## config.mk

```make
export PLATFORM = sky130hd
export DESIGN_NAME = approx_adder_error_monitor
export DESIGN_NICKNAME = d
export VERILOG_FILES = /design/src/rtl/approx_adder_error_monitor.sv
export SDC_FILE = /design/constraint.sdc
export NUM_CORES = 1
export LEC_CHECK = 0
export CORE_UTILIZATION = 55
export DETAILED_ROUTE_END_ITERATION = 10
export GPL_TIMING_DRIVEN = 1
export PLACE_DENSITY_LB_ADDON = 0.25
export SYNTH_ARGS = -nofsm -noshare
export SYNTH_HDL_FRONTEND = slang
export SYNTH_SLANG_ARGS = --single-unit
```

## constraint.sdc

```tcl
create_clock -name clk -period 3.37 [get_ports clk]
set_clock_uncertainty 0.05 [all_clocks]
set_input_delay 0.674 -clock clk [delete_from_list [all_inputs] [get_ports clk]]
set_output_delay 0.674 -clock clk [all_outputs]
set_load 0.01 [all_outputs]
```

## src/rtl/approx_adder_error_monitor.sv

```systemverilog
`default_nettype none
// ============================================================================
// Module      : approx_adder_error_monitor
// Description : Windowed error characterisation for an approximate adder.
//               Recomputes the exact sum of each accepted operand pair and
//               accumulates error count, saturating sum of error distances
//               and maximum error distance over WINDOW samples.
// Revision    : 1.0 - initial release
// ============================================================================
module approx_adder_error_monitor #(
    parameter int WIDTH  = 8,
    parameter int WINDOW = 256,
    parameter int ACC_W  = 24
) (
    input  logic             clk,
    input  logic             rst_n,
    input  logic             start,
    input  logic             in_valid,
    output logic             in_ready,
    input  logic [WIDTH-1:0] op_a,
    input  logic [WIDTH-1:0] op_b,
    input  logic [WIDTH:0]   approx_sum,
    output logic             busy,
    output logic             done,
    output logic [ACC_W-1:0] sample_count,
    output logic [ACC_W-1:0] err_count,
    output logic [ACC_W-1:0] sed,
    output logic [WIDTH:0]   max_ed
);

    localparam logic [1:0] c_idle  = 2'd0;
    localparam logic [1:0] c_run   = 2'd1;
    localparam logic [1:0] c_drain = 2'd2;
    localparam logic [1:0] c_done  = 2'd3;

    // One extra bit beyond the wider of accumulator and distance catches overflow.
    localparam int SUM_W = ((ACC_W > WIDTH + 1) ? ACC_W : WIDTH + 1) + 1;

    localparam logic [ACC_W-1:0] c_last = ACC_W'(WINDOW - 1);
    localparam logic [SUM_W-1:0] c_sat  = {{(SUM_W - ACC_W){1'b0}}, {ACC_W{1'b1}}};

    logic [1:0]       r_state;
    logic [1:0]       w_next_state;
    logic             w_in_ready;
    logic             w_accept;
    logic             w_start_clr;
    logic [ACC_W-1:0] r_acc_cnt;
    logic [WIDTH:0]   w_exact;
    logic [WIDTH:0]   w_ed;
    logic             r_s1_valid;
    logic [WIDTH:0]   r_s1_ed;
    logic [SUM_W-1:0] w_sed_sum;
    logic [ACC_W-1:0] r_sample_count;
    logic [ACC_W-1:0] r_err_count;
    logic [ACC_W-1:0] r_sed;
    logic [WIDTH:0]   r_max_ed;

    // Readiness depends on state only, so no input reaches an output combinationally.
    assign w_in_ready  = (r_state == c_run);
    assign w_accept    = in_valid & w_in_ready;
    assign w_start_clr = (r_state == c_idle) & start;

    assign w_exact = {1'b0, op_a} + {1'b0, op_b};
    assign w_ed    = (w_exact >= approx_sum) ? (w_exact - approx_sum) : (approx_sum - w_exact);

    assign w_sed_sum = {{(SUM_W - ACC_W){1'b0}}, r_sed}
                     + {{(SUM_W - WIDTH - 1){1'b0}}, r_s1_ed};

    assign in_ready     = w_in_ready;
    assign busy         = (r_state != c_idle);
    assign done         = (r_state == c_done);
    assign sample_count = r_sample_count;
    assign err_count    = r_err_count;
    assign sed          = r_sed;
    assign max_ed       = r_max_ed;

    // State register.
    always_ff @(posedge clk or negedge rst_n) begin
        if (!rst_n) begin
            r_state <= c_idle;
        end else begin
            r_state <= w_next_state;
        end
    end

    // Next-state logic: RUN ends on the WINDOW-th acceptance, DRAIN lets S2 finish.
    always_comb begin
        w_next_state = r_state;
        case (r_state)
            c_idle:  if (start) w_next_state = c_run;
            c_run:   if (w_accept && (r_acc_cnt == c_last)) w_next_state = c_drain;
            c_drain: w_next_state = c_done;
            c_done:  w_next_state = c_idle;
            default: w_next_state = c_idle;
        endcase
    end

    // Acceptance counter, independent of the lagging sample_count output.
    always_ff @(posedge clk or negedge rst_n) begin
        if (!rst_n) begin
            r_acc_cnt <= '0;
        end else if (w_start_clr) begin
            r_acc_cnt <= '0;
        end else if (w_accept) begin
            r_acc_cnt <= r_acc_cnt + 1'b1;
        end
    end

    // Stage 1: capture the error distance of the accepted sample.
    always_ff @(posedge clk or negedge rst_n) begin
        if (!rst_n) begin
            r_s1_valid <= 1'b0;
            r_s1_ed    <= '0;
        end else begin
            r_s1_valid <= w_accept;
            if (w_accept) begin
                r_s1_ed <= w_ed;
            end
        end
    end

    // Stage 2: fold the distance into the metrics; start clears them.
    always_ff @(posedge clk or negedge rst_n) begin
        if (!rst_n) begin
            r_sample_count <= '0;
            r_err_count    <= '0;
            r_sed          <= '0;
            r_max_ed       <= '0;
        end else if (w_start_clr) begin
            r_sample_count <= '0;
            r_err_count    <= '0;
            r_sed          <= '0;
            r_max_ed       <= '0;
        end else if (r_s1_valid) begin
            r_sample_count <= r_sample_count + 1'b1;
            if (r_s1_ed != '0) begin
                r_err_count <= r_err_count + 1'b1;
            end
            r_sed <= (w_sed_sum > c_sat) ? {ACC_W{1'b1}} : w_sed_sum[ACC_W-1:0];
            if (r_s1_ed > r_max_ed) begin
                r_max_ed <= r_s1_ed;
            end
        end
    end

endmodule
`default_nettype wire

```

==> After elaboration in Yosys (flattened, before gate mapping) <==
Index checks and enable logic that the tools add are counted.
{ "totals": {"register_bits": 117, "input_bits": 29, "output_inout_bits": 84, "word_cells": 54} }
{ "op_classes": {"add_sub_neg": 7, "magnitude_cmp": 3, "eq_ne": 6, "muxes": 17, "n_bitwise": 2, "reduce_logical": 11} }
{ "ops": {"columns": ["operator", "count"], "rows": [
  ["24-bit two-way mux", 10],
  ["24-bit by 1-bit adder with 24-bit output, second input constant", 3],
  ["9-bit two-way mux", 4],
  ["24-bit by 9-bit adder with 25-bit output", 1],
  ["25-bit by 24-bit > comparator with 1-bit output, second input constant", 1],
  ["24-bit by 8-bit equality test with 1-bit output, second input constant", 1],
  ["9-bit subtractor", 2],
  ["2-bit nonzero test", 5],
  ["8-bit by 8-bit adder with 9-bit output", 1],
  ["9-bit greater-or-equal comparator", 1],
  ["9-bit > comparator", 1],
  ["9-bit nonzero test", 1],
  ["2-bit one-hot mux with 4 select lines", 1],
  ["2-bit AND reduction", 3],
  ["2-bit equality test, second input constant", 2],
  ["2-bit two-way mux", 2],
  ["1-bit bitwise AND", 2],
  ["2-bit by 1-bit equality test with 1-bit output, second input constant", 1],
  ["2-bit zero test", 1],
  ["2-bit by 1-bit != test with 1-bit output, second input constant", 1],
  ["2-bit != test, second input constant", 1],
  ["1-bit logical AND", 1]
]} }

==> Logic depth before layout (Yosys ltp) <==
{ "depth": {"word_depth": 5, "mapped_depth": 18, "depth_no_buf": 18} }

==> Worst setup path after synthesis <==
Ideal clock, no wire load.
{ "synth_path": {"kind": "input port to flip-flop", "start": "in op_a[0]", "end": "reg r_s1_ed[5]", "arrival_ns": 3.713, "required_ns": 3.188, "setup_slack_ns": -0.525, "cell_stages": 18, "n_path_buf": 1, "cell_sequence": "ha_1 > inv_1 > fa_1 > inv_1 > a21oi_1 > o21bai_1 > a21o_1 > a21o_1 > xor2_1 > ha_1 > buf_2 > a21oi_1 > o21ai_2 > o31ai_4 > mux2_1 > o21ai_1 > xnor2_1 > o21ai_1"} }
{ "synth_between": {"elab_chain_cells": 3} }
{ "synth_lines": {"columns": ["item", "line_no", "rtl"], "rows": [
  ["from (decl)", "20", "input logic [WIDTH-1:0] op_a,"],
  ["8-bit by 8-bit adder with 9-bit output *", "63", "assign w_exact = {1'b0, op_a} + {1'b0, op_b};"],
  ["9-bit subtractor / 9-bit greater-or-equal comparator (equally long branches)", "64", "assign w_ed = (w_exact >= approx_sum) ? (w_exact - approx_sum) : (approx_sum - w_exact);"],
  ["9-bit two-way mux *", "64", null],
  ["to (signal assigned)", "117", "r_s1_ed <= w_ed;"],
  ["to (decl)", "51", "logic [WIDTH:0] r_s1_ed;"]
]} }
Every way passes the cells marked *; elsewhere a longest branch is shown, timed or not.
A chain may end at the register's enable or synchronous reset.

==> Worst setup path in the final report <==
{ "layout_path": {"start": "in op_b[0]", "end": "reg r_s1_ed[8]"} }
{ "layout_between": {"elab_chain_cells": 3} }
{ "layout_lines": {"columns": ["item", "line_no", "rtl"], "rows": [
  ["from (decl)", "21", "input logic [WIDTH-1:0] op_b,"],
  ["8-bit by 8-bit adder with 9-bit output *", "63", null],
  ["9-bit subtractor / 9-bit greater-or-equal comparator (equally long branches)", "64", null],
  ["9-bit two-way mux *", "64", null]
]} }
Marks and branches as above.

==> out/qor.csv <==
stage,metric,value,unit
synthesis,async_flop_share,1.00,
clock_tree,cts_hold_buf,0,
synthesis,synth_edf_count,0,
route,firstDrtPassIters,7,
synthesis,synthXorXnorAreaFrac,0.0930,
setup_path,cp.required,3.62,ns
timing,finalSetupViolations,7,
synthesis,synth-seq-area-share,0.399,
pwr,power_leakage,4.52,nW
clock_tree,cts.sinks,117,
route,wl_met2,9.49,mm
setup_path,crit_arrival,3.78,ns
pwr,ir_worst_vdd,0.000472,V
clock_tree,clock_latency,0.42,ns
synthesis,synth_seq_cells,117,
pwr,pwr_density_cell,657,nW/µm²
timing,tightest_slew,0.751,ns
synthesis,synth_compound_area_frac,0.141,
timing,rsz0062_at_grt,true,
die,placementRows,41,
place,dp_hpwl,13.5,mm
pwr,combPwrFrac,0.422,
synthesis,synth_flop_cell,dfrtp_1,
grt,grt_first_pass_wirelength,30.8,mm
cells_and_area,n_antenna_cell,0,
clock_tree,cts_tree,done,
pwr,clock_power_share,0.281,
route,wl_met3,817,µm
timing,worst_slack,-0.156,ns
die,die_y,118,µm
synthesis,synthMuxAreaShare,0.0237,
synthesis,synth_top_area_cell,dfrtp_1,
synthesis,synth_cell_types,72,
synthesis,avgSynthCellArea,9.20,µm²
route,drcViolationCount,0,
synthesis,ys_warn_count,0,
clock_tree,clk_path_buf_depth,2,
route,routed.top_layer,met4,
route,wl_met1,7.87,mm
min_path,hold_path_class,in2async,
cells_and_area,drive_gt1_frac,0.169,
timing,slew_viol_final,0,
grt,antenna_found_initial,0,
synthesis,synth_top_area_frac,0.399,
outcome,violations,negative setup slack,
pwr,switching_share,0.365,
grt,grt_max_degree,60,
route,drt-initial-drc-count,389,
route,vias,6595,
synthesis,syn_area,7350,µm²
die,pin_count,113,
clock_tree,cts_root_buf,clkbuf_16,
job,max_cap_violations,0,
die,core_region_area,12800,µm²
cells_and_area,fin_nets,1052,
setup_path,end_kind,register,
die,die_w,118,µm
clock_tree,cts_made_buffers,17,
die,start_util,0.573,
synthesis,synth_top_family_by_area,simple AND/OR/NAND/NOR gates,
route,via_per_inst,5.72,
setup_path,path_class,in2reg,
synthesis,yosys.area_share.simple,0.201,
place,io_buffers,112,
timing,slew_headroom,0.499,
synthesis,synth_fa_ha_area_frac,0.0978,
die,die_area,13800,µm²
pwr,p_total,0.00657,W
route,ant_nets,0,
synthesis,syn_nets,883,
synthesis,syn_inst,799,
route,wire_per_inst,16.2,µm
grt,grt_pass1_vias,6526,
pwr,switchingPower,0.00239,W
clock_tree,cts.clk_slew.worst_paths,0.05,ns
place,place_ws,-1.13,ns
timing,fmax,0.284,GHz
clock_tree,h-tree-depth,4,
setup_path,worstSetupStartpointType,input pin,
timing,timing.final.crit_share,1.05,
route,drt_wl_total,18.6,mm
grt,grt_overflow,0,
timing,period_minus_slack,3.53,ns
timing,finalHoldViolCount,0,
grt,track_usage,0.276,
setup_path,crit_fanout,4,
synthesis,synth.area.top_cells,"dfrtp_1, ha_1, xor2_1",
cells_and_area,syn_to_final_growth,36.1,%
pwr,p_seq_frac,0.296,
pwr,p_int,0.00417,W
outcome,outcome,"finished, violations left",
place,gp_congestion,0.881,
## Yosys cell counts (all sizes together), types with 2 or more instances
master,instances
or2,3
o21ai,44
and4,5
and3,23
nand3,36
clkbuf,15
nor2,101
mux2i,14
nor3,17
nand2b,2
fa,4
a311oi,2
o31ai,2
or3,9
a31oi,10
a21oi,42
o21bai,5
xnor2,22
ha,51
and2,6
o221ai,2
o21a,10
a211oi,9
or4,3
nand2,59
a22oi,2
mux2,3
nand4,23
inv,51
o211ai,2
dfrtp,117
a21o,15
nor4,7
nor2b,2
buf,9
xor2,56
## metrics by stage
stage / hold slack (ns) / area, µm² / util / instances / setup TNS [ns]
floorplan: 0.328 / 7380 / - / 799 / -2.17
global placement: 0.445 / 8960 / 0.698 / 1106 / -7.41
detailed placement: 0.452 / 8960 / 0.698 / 1106 / -8.42
CTS: 0.301 / 9740 / 0.760 / 1143 / -0.129
global route: 0.327 / 10000 / 0.779 / 1152 / -1.23
finish: 0.263 / 10000 / 0.779 / 1152 / -0.435
## worst max-delay path, cell delays in order
cell and delay, ns:
buf_6 0.10, ha_4 0.15, inv_2 0.05, fa_2 0.21
inv_2 0.05, a21oi_4 0.13, o21bai_4 0.07, a21o_1 0.16
a21o_1 0.19, xor2_2 0.18, ha_4 0.32, nand4_4 0.14
o31ai_4 0.31, o31ai_4 0.12, buf_6 0.14, buf_12 0.12
and2_4 0.14, o21a_1 0.19, a211oi_2 0.24, nand2_1 0.08
## per-layer routing
metal / vias up / track usage
met1: 3206 / 0.338
met2: 204 / 0.476
li1: 3140 / -
met4: 0 / 0.109
met3: 45 / 0.0562
met5: - / 0
## layout make-up
cell class | instances | area [µm²]
fillers | 884 | 2830
inverters | 52 | 195
well taps | 172 | 215
clock buffers | 20 | 457
flip-flops and latches | 117 | 2930
clock inverters | 11 | 150
repair buffers | 175 | 1640
multi-input cells | 605 | 4410
## flip-flops by register name, indices dropped and copies added, names as in the netlist
name / count
err_count: 24
max_ed: 9
r_acc_cnt: 24
r_s1_ed: 9
r_s1_valid: 1
r_state: 2
sample_count: 24
sed: 24
## path summary, 6_finish.rpt
kind / from / to / slack [ns] / cells after the start
setup reg to reg: r_s1_ed[0] / sed[19] / 0.51 / 10
max in group asynchronous: rst_n / r_acc_cnt[20] / 2.29 / 2
setup / recovery: op_b[0] / r_s1_ed[8] / -0.16 / 20
hold / removal: rst_n / sed[15] / 0.26 / 1
hold reg to reg: sed[10] / sed[10] / 0.47 / 1
min in group clk: sed[10] / sed[10] / 0.47 / 1
## power by group through the flow
stage          clock network, W  registers (W)  logic, W
6_report                0.00185        0.00195   0.00277
5_1_grt                 0.00193        0.00197   0.00303
4_1_cts                 0.00186        0.00194   0.00260
3_5_place_dp                  0        0.00195   0.00250
3_3_place_gp                  0        0.00194   0.00238
2_1_floorplan                 0        0.00192   0.00155
## cells by family after synthesis
family / Yosys count
AND/OR/NAND/NOR: 299
AO/OA/AOI/OAI: 156
flip-flops: 117
XOR/XNOR: 78
buffers and inverters: 77
adder cells (fa/ha/maj): 55
multiplexers: 17
## timing repair
| item | CTS | global route |
|---|---|---|
| buffers inserted | 6 | 10 |
| endpoints found under the setup margin | 8 | 8 |
| pin swaps | 30 | 32 |
| gates cloned | 0 | 0 |
| gates resized for setup | 48 | 33 |
## cells in the final DEF (no fill, tap or decap), drive strengths merged, types with 9 or more instances in the layout
cell | netlist | final
nand2 | 59 | 59
nor2 | 101 | 101
xor2 | 56 | 56
mux2i | 14 | 14
clkdlybuf4s50 | 0 | 103
xnor2 | 22 | 22
a21oi | 42 | 42
or3 | 9 | 9
clkbuf | 15 | 20
a21o | 15 | 15
o21ai | 44 | 44
dfrtp | 117 | 117
nand3 | 36 | 36
a31oi | 10 | 10
and3 | 23 | 23
o21a | 10 | 10
nor3 | 17 | 17
ha | 51 | 51
inv | 51 | 53
nand4 | 23 | 23
buf | 9 | 68
a211oi | 9 | 9
Power figures use the tool's default switching activity.
